## config.mk

```make
export PLATFORM = sky130hd
export DESIGN_NAME = serial_magnitude_comparator
export DESIGN_NICKNAME = d
export VERILOG_FILES = /design/src/rtl/serial_magnitude_comparator.sv
export SDC_FILE = /design/constraint.sdc
export NUM_CORES = 1
export LEC_CHECK = 0
export ABC_CLOCK_PERIOD_IN_PS = 4200
export CAP_MARGIN = 20
export CORE_ASPECT_RATIO = 0.8
export CORE_MARGIN = 2
export CORE_UTILIZATION = 25
export CTS_BUF_LIST = sky130_fd_sc_hd__clkbuf_4
export CTS_CLUSTER_SIZE = 8
export DETAILED_ROUTE_END_ITERATION = 8
export PLACE_DENSITY = 0.56
export SLEW_MARGIN = 30
export SYNTH_ARGS = -nofsm -noshare
export SYNTH_HDL_FRONTEND = slang
export SYNTH_SLANG_ARGS = --single-unit
```

## constraint.sdc

```tcl
create_clock -name clk_i -period 4.2 [get_ports clk_i]
set_input_delay 0.42 -clock clk_i [delete_from_list [all_inputs] [get_ports clk_i]]
set_output_delay 0.42 -clock clk_i [all_outputs]
set_load 0.02 [all_outputs]
```

## src/rtl/serial_magnitude_comparator.sv

```systemverilog
// Multi-cycle MSB-first magnitude comparator: BITS_PER_CYCLE bits per clock,
// early exit on the first differing chunk, unsigned or two's-complement ordering.
//
// state | meaning
// IDLE  | waiting for start; result flags hold the last completed comparison
// SCAN  | comparing one chunk per cycle, most significant chunk first
module serial_magnitude_comparator #(
    parameter int WIDTH          = 8,
    parameter int BITS_PER_CYCLE = 1
) (
    input  logic             clk_i,
    input  logic             reset_i,
    input  logic             start_i,
    input  logic             signed_mode_i,
    input  logic [WIDTH-1:0] x_i,
    input  logic [WIDTH-1:0] y_i,
    output logic             busy_o,
    output logic             done_o,
    output logic             l_out_o,
    output logic             e_out_o,
    output logic             g_out_o
);

    localparam int CHUNKS = WIDTH / BITS_PER_CYCLE;
    localparam int KW     = (CHUNKS > 1) ? $clog2(CHUNKS) : 1;
    localparam logic [KW-1:0] K_LAST = KW'(CHUNKS - 1);

    typedef enum logic {
        IDLE = 1'b0,
        SCAN = 1'b1
    } state_t;

    state_t                    state_q, state_d;
    logic [KW-1:0]             k_q, k_d;
    logic [WIDTH-1:0]          x_q, x_d;
    logic [WIDTH-1:0]          y_q, y_d;
    logic                      signed_q, signed_d;
    logic                      done_q, done_d;
    logic                      l_q, l_d;
    logic                      e_q, e_d;
    logic                      g_q, g_d;

    logic [BITS_PER_CYCLE-1:0] chunk_x;
    logic [BITS_PER_CYCLE-1:0] chunk_y;
    logic                      flip_msb;

    // Operands shift left after each equal chunk, so the current chunk is
    // always the top B bits; flipping the sign bit in chunk 0 turns a
    // two's-complement compare into an unsigned one.
    always_comb begin
        flip_msb = signed_q && (k_q == '0);
        chunk_x  = x_q[WIDTH-1 -: BITS_PER_CYCLE];
        chunk_y  = y_q[WIDTH-1 -: BITS_PER_CYCLE];
        chunk_x[BITS_PER_CYCLE-1] = chunk_x[BITS_PER_CYCLE-1] ^ flip_msb;
        chunk_y[BITS_PER_CYCLE-1] = chunk_y[BITS_PER_CYCLE-1] ^ flip_msb;
    end

    always_comb begin
        state_d  = state_q;
        k_d      = k_q;
        x_d      = x_q;
        y_d      = y_q;
        signed_d = signed_q;
        done_d   = 1'b0;
        l_d      = l_q;
        e_d      = e_q;
        g_d      = g_q;

        unique case (state_q)
            IDLE: begin
                if (start_i) begin
                    x_d      = x_i;
                    y_d      = y_i;
                    signed_d = signed_mode_i;
                    k_d      = '0;
                    state_d  = SCAN;
                end
            end
            SCAN: begin
                if (chunk_x != chunk_y) begin
                    l_d     = (chunk_x < chunk_y);
                    g_d     = (chunk_x > chunk_y);
                    e_d     = 1'b0;
                    done_d  = 1'b1;
                    state_d = IDLE;
                end else if (k_q == K_LAST) begin
                    l_d     = 1'b0;
                    g_d     = 1'b0;
                    e_d     = 1'b1;
                    done_d  = 1'b1;
                    state_d = IDLE;
                end else begin
                    k_d = k_q + 1'b1;
                    x_d = x_q << BITS_PER_CYCLE;
                    y_d = y_q << BITS_PER_CYCLE;
                end
            end
            default: state_d = IDLE;
        endcase
    end

    always_ff @(posedge clk_i) begin
        if (reset_i) begin
            state_q  <= IDLE;
            k_q      <= '0;
            x_q      <= '0;
            y_q      <= '0;
            signed_q <= 1'b0;
            done_q   <= 1'b0;
            l_q      <= 1'b0;
            e_q      <= 1'b1;
            g_q      <= 1'b0;
        end else begin
            state_q  <= state_d;
            k_q      <= k_d;
            x_q      <= x_d;
            y_q      <= y_d;
            signed_q <= signed_d;
            done_q   <= done_d;
            l_q      <= l_d;
            e_q      <= e_d;
            g_q      <= g_d;
        end
    end

    assign busy_o  = (state_q == SCAN);
    assign done_o  = done_q;
    assign l_out_o = l_q;
    assign e_out_o = e_q;
    assign g_out_o = g_q;

endmodule

```

==> results.yml <==
outcome:
  status: "finished, final reports clean"
drt:
  routed_wl_mm: 2.86
  drc_errors: 0
  postRouteAntennaNets: 0
  vias: 1004
  vias_per_cell: 4.95
  drtPass1Iterations: 4
  drt-wirelength-per-cell_um: 14.1
  initialDrtViolationCount: 34
clocking:
  clk_latency_ns: 0.32
  numCtsBuffers: 3
  clock-root-buffer: "clkbuf_4"
  post_cts_resized: 0
  cts_buffer_depth: 2
  htree_levels: 1
  postCtsSetupBuffers: 0
  cts.sinks: 25
  cts_tree: "yes"
  hold_buffers: 0
  path_clk_slew_ns: 0.14
yosys:
  ys_types: 28
  syn_inst: 123
  synth_fp_nets: 146
  ys_seq_area_share_pct: 38.7
  synth_area_um2: 1290
  synth_top_cell_by_area: "dfxtp_1"
  avgSynthCellArea_um2: 10.5
  yosysWarnings: 0
  synth_seq_cells: 25
  yosysTopAreaCellShare_pct: 38.7
  synthTopCellsByArea: "dfxtp_1, mux2i_1, a211oi_1"
cells_and_area:
  num_antenna_cells: 0
  multi_input_area_um2: 741
  drive_gt1_share_pct: 17.7
  area_growth_pct: 23.1
  fill_cells: 539
  nets: 165
  seqCellArea_um2: 502
min_path:
  min_path_type: "reg2reg"
  hp-start: "signed_q"
  worstHoldEndpoint: "signed_q"
  holdPathStages: 2
placed_design:
  gp_congestion: 0.675
  io_buffers: 24
  dp.final_hpwl_mm: 1.95
grt:
  use_met2_pct: 19.7
  grt_use_total_pct: 10.6
  grt_overflow_total: 0
  gr-max-usage-layer: "met2"
  grt_max_degree: 26
  grt_util_met3_pct: 3.38
  grt_use_met1_pct: 12.2
  grt_pass1_vias: 1024
  grt_pass1_wl_mm: 4.75
  antenna_found_initial: 0
worst_setup_path:
  critPathTopFamily: "flip-flops"
  critPathRequiredTime_ns: 3.78
  criticalPathCategory: "reg2out"
  slowest_stage: "dfxtp_2"
  cp.arrival_ns: 1.80
  critPathCaptureType: "output pin"
  crit_chain: "clkdlybuf4s50_1"
  start_kind: "register"
  crit_buf_inv: 1
  cpPeakStageDelay_ns: 0.75
  r2r_cells: 3
  worst-r2r-setup-slack_ns: 2.17
  rr_endpoint: "k_q[0]"
  cp_max_fo: 24
  rr_startpoint: "busy_o"
sta:
  finalSetupViolCount: 0
  hold_violations: 0
  period_needed_ns: 2.22
  rsz0062_at_grt: "no"
  whs_ns: 0.470
  finalClockSkew_ns: 0.00452
  timing.final.crit_share_pct: 52.8
  fin_setup_tns_ns: 0
  relSlewSlack_pct: 41.6
  slew_viol_final: 0
  tightest_slew_ns: 0.872
  fmax_mhz: 451
die:
  core-area_um2: 5010
  die_y_um: 68.3
  rows: 23
  start_util_pct: 25.8
  die_w_um: 84.4
  die_area_um2: 5770
  io_pins: 25
pwr:
  vdd_drop_max_v: 0.000164
  leakage_nw: 0.538
  powerDensity_nw_per_um2: 365
run:
  cap_violations: 0
-- cell usage in the layout, fill, tap and decap left out --
cell | netlist | final
clkdlybuf4s50_1 | 0 | 23
buf_2 | 4 | 1
nor3_1 | 2 | 2
inv_1 | 2 | 2
o21a_1 | 1 | 1
nor2b_2 | 0 | 2
xnor2_2 | 1 | 1
dfxtp_1 | 25 | 24
clkbuf_4 | 0 | 4
nand3b_1 | 1 | 1
o21ai_4 | 1 | 1
a211oi_2 | 10 | 10
o21ba_2 | 1 | 1
xor2_2 | 1 | 1
mux2i_1 | 16 | 16
and2b_1 | 1 | 1
a211oi_1 | 20 | 20
nand2b_1 | 2 | 2
o211ai_1 | 3 | 3
nor2_1 | 2 | 2
a2111oi_2 | 2 | 2
ha_1 | 3 | 3
nand2_1 | 4 | 4
nand3_1 | 1 | 1
and3_1 | 1 | 1
nor2b_1 | 5 | 3
dfxtp_2 | 0 | 1
or2_2 | 1 | 1
a21oi_1 | 7 | 7
-- final cells by class --
cell class	count	share of cell area (%)
Timing Repair Buffer	24	14.8
Sequential cell	25	31.5
Inverter	2	0.471
Tap cell	62	4.87
Multi-Input combinational cell	86	46.5
Clock buffer	4	1.89
-- metrics by stage --
| step | instances | total power, mW | util, % | setup slack (ns) | cell area, µm² |
|---|---|---|---|---|---|
| after detailed placement | 199 | 0.471 | 31.2 | 2.16 | 1560 |
| after floorplan | 123 | 0.422 | - | 2.55 | 1290 |
| after global routing | 203 | 0.617 | 31.8 | 1.90 | 1590 |
| final | 203 | 0.582 | 31.8 | 1.98 | 1590 |
| after CTS | 203 | 0.591 | 31.8 | 1.95 | 1590 |
| after global placement | 199 | 0.465 | 31.2 | 1.61 | 1560 |
-- power breakdown --
| group | total (mW) | internal (mW) | switching [mW] |
|---|---|---|---|
| sequential | 0.293 | 0.264 | 0.0290 |
| clock | 0.116 | 0.0436 | 0.0725 |
| combinational | 0.172 | 0.0790 | 0.0934 |
-- sequential cells by signal, summed over array words and instances (netlist names) --
| register | cells |
|---|---|
| busy_o | 1 |
| done_o | 1 |
| e_out_o | 1 |
| g_out_o | 1 |
| k_q | 3 |
| l_out_o | 1 |
| signed_q | 1 |
| x_q | 8 |
| y_q | 8 |
-- cell families after synthesis --
logic type	after synthesis	share of synthesized area, %
DFF	25	38.7
adders and majority gates	3	2.90
and+or+nand+nor	20	8.41
buffers and inverters	12	4.45
AOI/OAI and AO/OA	45	30.7
muxes	16	12.4
xor gates and xnor gates	2	2.52
-- cell usage after synthesis --
cell / number
dfxtp_1: 25
a211oi_1: 20
mux2i_1: 16
a211oi_2: 10
a21oi_1: 7
nor2b_1: 5
buf_2: 4
clkbuf_1: 4
nand2_1: 4
ha_1: 3
o211ai_1: 3
a2111oi_2: 2
inv_1: 2
nand2b_1: 2
nor2_1: 2
nor3_1: 2
and2b_1: 1
and3_1: 1
buf_1: 1
buf_6: 1
nand3_1: 1
nand3b_1: 1
o21a_1: 1
o21ai_4: 1
o21ba_2: 1
or2_2: 1
xnor2_2: 1
xor2_2: 1
-- metal layers --
layer  up-vias  routed length, µm  part of all wire [%]
met5         -                  0                     0
met4         0                 14                  0.49
met3         2                 97                   3.4
met2        13               1380                    48
met1       489               1370                    48
li1        500                  -                     -
-- worst max-delay path by stage --
stage | from | end | depth (start not counted)
finish | busy_o | busy_o | 1
global placement | busy_o | y_q[1] | 3
detailed placement | start_i | y_q[5] | 4
global route | busy_o | busy_o | 1
CTS | busy_o | busy_o | 1
floorplan | k_q[0] | x_q[3] | 7
Note: power is estimated with default switching activity, not from simulation.
